$ cat config.mk
export PLATFORM = sky130hd
export DESIGN_NAME = serdes_buffer_arbiter_flat
export DESIGN_NICKNAME = d
export VERILOG_FILES = /design/src/rtl/serdes_pkg.sv /design/src/rtl/serdes_buffer_arbiter_if.sv /design/src/rtl/wrap_pointer.sv /design/src/rtl/serdes_buffer_arbiter.sv /design/src/flat_wrapper.sv
export SDC_FILE = /design/constraint.sdc
export NUM_CORES = 1
export LEC_CHECK = 0
export BUFFER_PORTS_ARGS = -buffer_cell sky130_fd_sc_hd__buf_2
export CORE_MARGIN = 1.5
export CORE_UTILIZATION = 56
export DETAILED_ROUTE_END_ITERATION = 12
export PLACE_DENSITY = 0.89
export SKIP_CTS_REPAIR_TIMING = 1
export SLEW_MARGIN = 20
export SYNTH_ARGS = -nofsm -noshare
export SYNTH_HDL_FRONTEND = slang
export SYNTH_HIERARCHICAL = 1
export SYNTH_SLANG_ARGS = --single-unit
$ cat constraint.sdc
create_clock -name clock -period 3.9 [get_ports clock]
set_clock_uncertainty 0.05 [all_clocks]
set_input_delay 0.39 -clock clock [delete_from_list [all_inputs] [get_ports clock]]
set_output_delay 0.39 -clock clock [all_outputs]
set_load 0.01 [all_outputs]
$ cat src/rtl/serdes_pkg.sv
// rtl/serdes_pkg.sv - shared types and default widths for the frame buffer arbiter
package serdes_pkg;

   localparam int DEF_ADDR_W = 16;
   localparam int DEF_DATA_W = 8;

   typedef enum logic [2:0] {
      ST_IDLE,
      ST_WRITE,
      ST_READ,
      ST_READ_WAIT,
      ST_READ_DONE
   } state_t;

   typedef enum logic {
      GRANT_DES = 1'b0,
      GRANT_SER = 1'b1
   } grant_t;

endpackage

$ cat src/rtl/serdes_buffer_arbiter_if.sv
// rtl/serdes_buffer_arbiter_if.sv - requester and buffer-memory signals of the arbiter
interface serdes_buffer_arbiter_if
   import serdes_pkg::*;
#(
   parameter int ADDR_W = DEF_ADDR_W,
   parameter int DATA_W = DEF_DATA_W
) ();

   logic              desReq;
   logic [DATA_W-1:0] desData;
   logic              desAck;
   logic              serReq;
   logic              serAck;
   logic [DATA_W-1:0] serData;
   logic [ADDR_W-1:0] memAddr;
   logic              memWe;
   logic              memRe;
   logic [DATA_W-1:0] memWdata;
   logic [DATA_W-1:0] memRdata;
   logic              full;
   logic              empty;
   logic [ADDR_W:0]   count;

   modport master (
      output desReq, desData, serReq, memRdata,
      input  desAck, serAck, serData, memAddr, memWe, memRe, memWdata, full, empty, count
   );

   modport slave (
      input  desReq, desData, serReq, memRdata,
      output desAck, serAck, serData, memAddr, memWe, memRe, memWdata, full, empty, count
   );

endinterface

$ cat src/rtl/wrap_pointer.sv
// rtl/wrap_pointer.sv - buffer pointer with clear and increment, wrapping at 2**ADDR_W
module wrap_pointer #(
   parameter int ADDR_W = 16
) (
   input  logic              i_clk,
   input  logic              i_clear,
   input  logic              i_inc,
   output logic [ADDR_W-1:0] o_ptr
);

   logic [ADDR_W-1:0] r_ptr;

   always_ff @(posedge i_clk) begin
      if (i_clear)
         r_ptr <= '0;
      else if (i_inc)
         r_ptr <= r_ptr + ADDR_W'(1);
   end

   assign o_ptr = r_ptr;

endmodule

$ cat src/rtl/serdes_buffer_arbiter.sv
// rtl/serdes_buffer_arbiter.sv - round-robin sequencer for the shared deserializer/serializer frame buffer
module serdes_buffer_arbiter
   import serdes_pkg::*;
#(
   parameter int ADDR_W = DEF_ADDR_W,
   parameter int DATA_W = DEF_DATA_W
) (
   input  logic                  clock,
   input  logic                  reset,
   serdes_buffer_arbiter_if.slave bus
);

   localparam logic [ADDR_W:0] DEPTH_CNT = {1'b1, {ADDR_W{1'b0}}};
   localparam logic [ADDR_W:0] CNT_ONE   = {{ADDR_W{1'b0}}, 1'b1};

   state_t            r_state;
   state_t            w_next;
   grant_t            r_lastGrant;
   logic [DATA_W-1:0] r_desWord;
   logic [DATA_W-1:0] r_serData;
   logic [ADDR_W-1:0] r_memAddr;
   logic [ADDR_W-1:0] w_memAddr;
   logic [ADDR_W-1:0] w_wrPtr;
   logic [ADDR_W-1:0] w_rdPtr;
   logic [ADDR_W:0]   r_count;
   logic              w_full;
   logic              w_empty;
   logic              w_desAck;
   logic              w_serAck;
   logic              w_desElig;
   logic              w_serElig;
   logic              w_wrInc;
   logic              w_rdInc;

   assign w_full    = (r_count == DEPTH_CNT);
   assign w_empty   = (r_count == '0);
   assign w_desAck  = (r_state == ST_WRITE);
   assign w_serAck  = (r_state == ST_READ_DONE);
   assign w_wrInc   = (r_state == ST_WRITE);
   assign w_rdInc   = (r_state == ST_READ_WAIT);

   // A requester still holding req during its own ack cycle must not win again.
   assign w_desElig = bus.desReq & ~w_full & ~w_desAck;
   assign w_serElig = bus.serReq & ~w_empty & ~w_serAck;

   wrap_pointer #(.ADDR_W(ADDR_W)) u_wr_ptr (
      .i_clk   (clock),
      .i_clear (reset),
      .i_inc   (w_wrInc),
      .o_ptr   (w_wrPtr)
   );

   wrap_pointer #(.ADDR_W(ADDR_W)) u_rd_ptr (
      .i_clk   (clock),
      .i_clear (reset),
      .i_inc   (w_rdInc),
      .o_ptr   (w_rdPtr)
   );

   always_ff @(posedge clock) begin
      if (reset)
         r_state <= ST_IDLE;
      else
         r_state <= w_next;
   end

   always_comb begin
      w_next = r_state;
      case (r_state)
         ST_IDLE: begin
            if (w_desElig && w_serElig)
               w_next = (r_lastGrant == GRANT_SER) ? ST_WRITE : ST_READ;
            else if (w_desElig)
               w_next = ST_WRITE;
            else if (w_serElig)
               w_next = ST_READ;
         end
         ST_WRITE:     w_next = ST_IDLE;
         ST_READ:      w_next = ST_READ_WAIT;
         ST_READ_WAIT: w_next = ST_READ_DONE;
         ST_READ_DONE: w_next = ST_IDLE;
         default:      w_next = ST_IDLE;
      endcase
   end

   // Address is only driven during a strobe; otherwise the last one is held.
   always_comb begin
      w_memAddr = r_memAddr;
      if (r_state == ST_WRITE)
         w_memAddr = w_wrPtr;
      else if (r_state == ST_READ)
         w_memAddr = w_rdPtr;
   end

   always_ff @(posedge clock) begin
      if (reset) begin
         r_lastGrant <= GRANT_SER;
         r_count     <= '0;
         r_serData   <= '0;
         r_memAddr   <= '0;
         r_desWord   <= '0;
      end else begin
         r_memAddr <= w_memAddr;
         if (r_state == ST_IDLE && w_next == ST_WRITE)
            r_desWord <= bus.desData;
         if (r_state == ST_WRITE) begin
            r_count     <= r_count + CNT_ONE;
            r_lastGrant <= GRANT_DES;
         end
         if (r_state == ST_READ_WAIT) begin
            r_serData   <= bus.memRdata;
            r_count     <= r_count - CNT_ONE;
            r_lastGrant <= GRANT_SER;
         end
      end
   end

   assign bus.memWe    = (r_state == ST_WRITE);
   assign bus.memRe    = (r_state == ST_READ);
   assign bus.desAck   = w_desAck;
   assign bus.serAck   = w_serAck;
   assign bus.memAddr  = w_memAddr;
   assign bus.memWdata = r_desWord;
   assign bus.serData  = r_serData;
   assign bus.full     = w_full;
   assign bus.empty    = w_empty;
   assign bus.count    = r_count;

endmodule
$ cat src/flat_wrapper.sv
// flat-port wrapper written by rule: the top's interface ports become plain ports
module serdes_buffer_arbiter_flat import serdes_pkg::*;
#(
   parameter int ADDR_W = DEF_ADDR_W,
   parameter int DATA_W = DEF_DATA_W
)
  (clock, reset, bus_desReq, bus_desData, bus_serReq, bus_memRdata, bus_desAck, bus_serAck, bus_serData, bus_memAddr, bus_memWe, bus_memRe, bus_memWdata, bus_full, bus_empty, bus_count);
  serdes_buffer_arbiter_if #(.ADDR_W(ADDR_W), .DATA_W(DATA_W)) bus_i ();
  input  logic clock;
  input  logic reset;
  input wire logic [$bits(bus_i.desReq)-1:0] bus_desReq;
  input wire logic [$bits(bus_i.desData)-1:0] bus_desData;
  input wire logic [$bits(bus_i.serReq)-1:0] bus_serReq;
  input wire logic [$bits(bus_i.memRdata)-1:0] bus_memRdata;
  output wire logic [$bits(bus_i.desAck)-1:0] bus_desAck;
  output wire logic [$bits(bus_i.serAck)-1:0] bus_serAck;
  output wire logic [$bits(bus_i.serData)-1:0] bus_serData;
  output wire logic [$bits(bus_i.memAddr)-1:0] bus_memAddr;
  output wire logic [$bits(bus_i.memWe)-1:0] bus_memWe;
  output wire logic [$bits(bus_i.memRe)-1:0] bus_memRe;
  output wire logic [$bits(bus_i.memWdata)-1:0] bus_memWdata;
  output wire logic [$bits(bus_i.full)-1:0] bus_full;
  output wire logic [$bits(bus_i.empty)-1:0] bus_empty;
  output wire logic [$bits(bus_i.count)-1:0] bus_count;
  assign bus_i.desReq = bus_desReq;
  assign bus_i.desData = bus_desData;
  assign bus_i.serReq = bus_serReq;
  assign bus_i.memRdata = bus_memRdata;
  assign bus_desAck = bus_i.desAck;
  assign bus_serAck = bus_i.serAck;
  assign bus_serData = bus_i.serData;
  assign bus_memAddr = bus_i.memAddr;
  assign bus_memWe = bus_i.memWe;
  assign bus_memRe = bus_i.memRe;
  assign bus_memWdata = bus_i.memWdata;
  assign bus_full = bus_i.full;
  assign bus_empty = bus_i.empty;
  assign bus_count = bus_i.count;
  serdes_buffer_arbiter #(.ADDR_W(ADDR_W), .DATA_W(DATA_W)) u_core (.clock(clock), .reset(reset), .bus(bus_i));
endmodule
==> qor.yml <==
logic_synthesis:
  postSynthAreaPerCell_um2: 8.666
  synth_fa_ha_area_frac: 0.05214
  yosysSeqAreaShare: 0.3813
  ys_warn_count: 6
  synth_top_family_by_area: "simple AND/OR/NAND/NOR gates"
  synth-async-reset-ratio: 0
  ys_types: 59
  synth-main-ff-cell: "dfxtp_1"
  synth_compound_area_frac: 0.1348
  synthMuxAreaShare: 0.07541
  synthSimpleGateAreaFrac: 0.2599
  syn_inst: 515
  syn_area_um2: 4463
  synth_xor_xnor_area_share: 0.05691
  synth-edff-count: 0
  syn_nets: 553
  yosys_register_bits: 85
grt:
  grt_pass1_vias: 3632
  antenna_found_initial: 0
  gr-total-overflow: 0
  grt_usage: 0.2454
  grt_max_degree: 59
  grt_pass1_wl_um: 16790
placement:
  gp_congestion: 0.9496
  place_hpwl_um: 7212
  numPortBuffers: 74
clock_tree:
  clockBufferDepth: 2
  clock_latency_ns: 0.35
  cts_tree: "built"
  cts-buffers-inserted: 9
  cts_root_buf: "clkbuf_8"
  cts.sinks: 85
  clkTransAtPathRegs_ns: 0.09
  htree_levels: 3
timing:
  slew_headroom: 0.3442
  slew_violations: 0
  tns_ns: 0
  rsz0062_at_grt: "false"
  period_share: 0.9027
  finalWorstPathRequiredPeriod_ns: 3.521
  tightest_slew_ns: 0.9837
  setup_viol: 0
  max_freq_ghz: 0.2840
  hold_viol_final: 0
routing:
  dr.pass1.iters: 4
  vias: 3904
  vias_per_cell: 5.674
  routed_wl_um: 10130
  drt_iter0_markers: 219
  drc: 0
  wire_per_inst_um: 14.73
  ant_nets: 0
worst_setup_path:
  cp-start-kind: "flip-flop"
  worstSetupPathType: "reg -> reg"
  r2r_cells: 12
  cp-end-kind: "flip-flop"
  cp_max_fo: 14
  crit_arrival_ns: 3.71
  worstPathRequired_ns: 4.09
cells_and_area:
  multi_input_area_um2: 2591
  syn_to_final_growth_pct: 15.22
  layout-drive-gt1-share: 0.2150
  final_nets: 620
  diodes: 0
  layout_common_cells: "dfxtp_1, buf_2, nand2_1"
  mostFrequentLayoutCell: "dfxtp_1"
  seq_area_um2: 1702
  n_fill_cell: 578
min_path:
  hold_path_depth: 3
  min_path_type: "in -> reg"
power_and_ir_drop:
  leakagePower_nw: 2.209
  ir_drop_uv: 375.0
  pwr_density_cell_nw_per_um2: 441.2
  power.total_mw: 2.269
die:
  num_rows: 32
  dieArea_um2: 8515
  initial_core_util: 0.5776
  die_h_um: 92.28
  boundaryPins: 75
  core_area_um2: 7727
  dieWidth_um: 92.28
flow_run:
  cap_viol_max_count: 0
run_status:
  run_status: "finished clean"
## worst max-delay path: stages, from the launching register on
cell	delay [ns]
dfxtp_1	0.44
nor2b_1	0.16
buf_4	0.21
nand2_1	0.26
inv_1	0.49
buf_4	0.30
ha_1	0.26
o21ai_0	0.22
a21oi_1	0.19
o21ai_0	0.09
a32oi_1	0.19
mux2i_1	0.22
mux2_1	0.34
## flip-flops by register name, indices dropped and copies added, names as in the netlist
name                   flops
u_core/bus.count          17
u_core/r_memAddr          16
u_core/u_rd_ptr/o_ptr     16
u_core/u_wr_ptr/o_ptr     16
u_core/bus.memWdata        8
u_core/bus.serData         8
u_core/r_state             3
u_core/r_lastGrant         1
## logic make-up (layout without fill, tap and decap cells)
family | after synthesis | in the layout
flops | 85 | 85
xor+xnor | 29 | 29
buf+inv | 40 | 111
simple gates | 214 | 214
mux | 33 | 33
fa+ha+maj | 18 | 18
compound gates | 96 | 96
## metrics by stage
| stage | std cells | utilization | setup slack [ns] | hold slack [ns] | instance area (µm²) |
|---|---|---|---|---|---|
| global route | 688 | 0.6655 | 0.09290 | 0.2212 | 5142 |
| global placement | 673 | 0.6350 | 0.5960 | 0.3937 | 4907 |
| finish | 688 | 0.6655 | 0.3793 | 0.2186 | 5142 |
| CTS | 688 | 0.6655 | 0.4191 | 0.2137 | 5142 |
| floorplan | 515 | - | 0.4641 | 0.4097 | 4463 |
| detailed placement | 673 | 0.6350 | 0.4299 | 0.4028 | 4907 |
## cells in the mapped netlist (all sizes together), types with 2 or more instances
| cell type | n | area [µm²] |
|---|---|---|
| a211oi | 2 | 15.01 |
| a21o | 6 | 46.30 |
| a21oi | 32 | 167.7 |
| a221oi | 2 | 30.03 |
| a31o | 2 | 17.52 |
| a31oi | 7 | 43.79 |
| and3 | 4 | 25.02 |
| buf | 9 | 60.05 |
| clkbuf | 18 | 67.56 |
| dfxtp | 85 | 1702 |
| ha | 17 | 212.7 |
| inv | 13 | 48.80 |
| mux2 | 5 | 56.30 |
| mux2i | 28 | 280.3 |
| nand2 | 66 | 247.7 |
| nand2b | 4 | 25.02 |
| nand3 | 11 | 55.05 |
| nand3b | 4 | 30.03 |
| nand4 | 8 | 92.58 |
| nand4b | 2 | 17.52 |
| nor2 | 55 | 222.7 |
| nor2b | 21 | 138.9 |
| nor3 | 10 | 55.05 |
| nor3b | 4 | 35.03 |
| nor4 | 13 | 111.4 |
| nor4b | 2 | 30.03 |
| o211ai | 2 | 15.01 |
| o21a | 3 | 22.52 |
| o21ai | 30 | 150.1 |
| o31ai | 3 | 22.52 |
| o41ai | 2 | 17.52 |
| or2 | 2 | 12.51 |
| or3 | 3 | 20.02 |
| or3b | 2 | 17.52 |
| or4 | 2 | 15.01 |
| xnor2 | 19 | 166.4 |
| xor2 | 10 | 87.58 |
## power breakdown
part / internal (mW) / switching [mW]
Sequential: 0.921 / 0.0580
Clock: 0.423 / 0.314
Combinational: 0.216 / 0.337
Total: 1.56 / 0.709
## cell type report
type,count,area share
clock buffer,9,0.02409
multi-input combinational,390,0.5039
inverter,13,0.009489
tap,102,0.02482
clock inverter,6,0.02165
sequential,85,0.3309
timing repair buffer,83,0.08516
## routing by layer
metal	routed length [µm]	part of all wire	track usage	vias up
li1	-	-	-	1930
met1	4436	0.44	0.3065	1824
met2	4955	0.49	0.4086	127
met3	510	0.050	0.05804	23
met4	230	0.023	0.09359	0
met5	0	0	0	-
## path summary, 6_finish.rpt
check,startpoint,endpoint,slack (ns)
worst max-delay path,u_core/r_state[0],u_core/bus.count[16],0.38
worst min-delay path,bus_desData[5],u_core/bus.memWdata[5],0.22
worst max register to register,u_core/r_state[0],u_core/bus.count[16],0.38
worst min register to register,u_core/bus.serData[3],u_core/bus.serData[3],0.42
No activity file was read; power rests on OpenSTA's default activity.
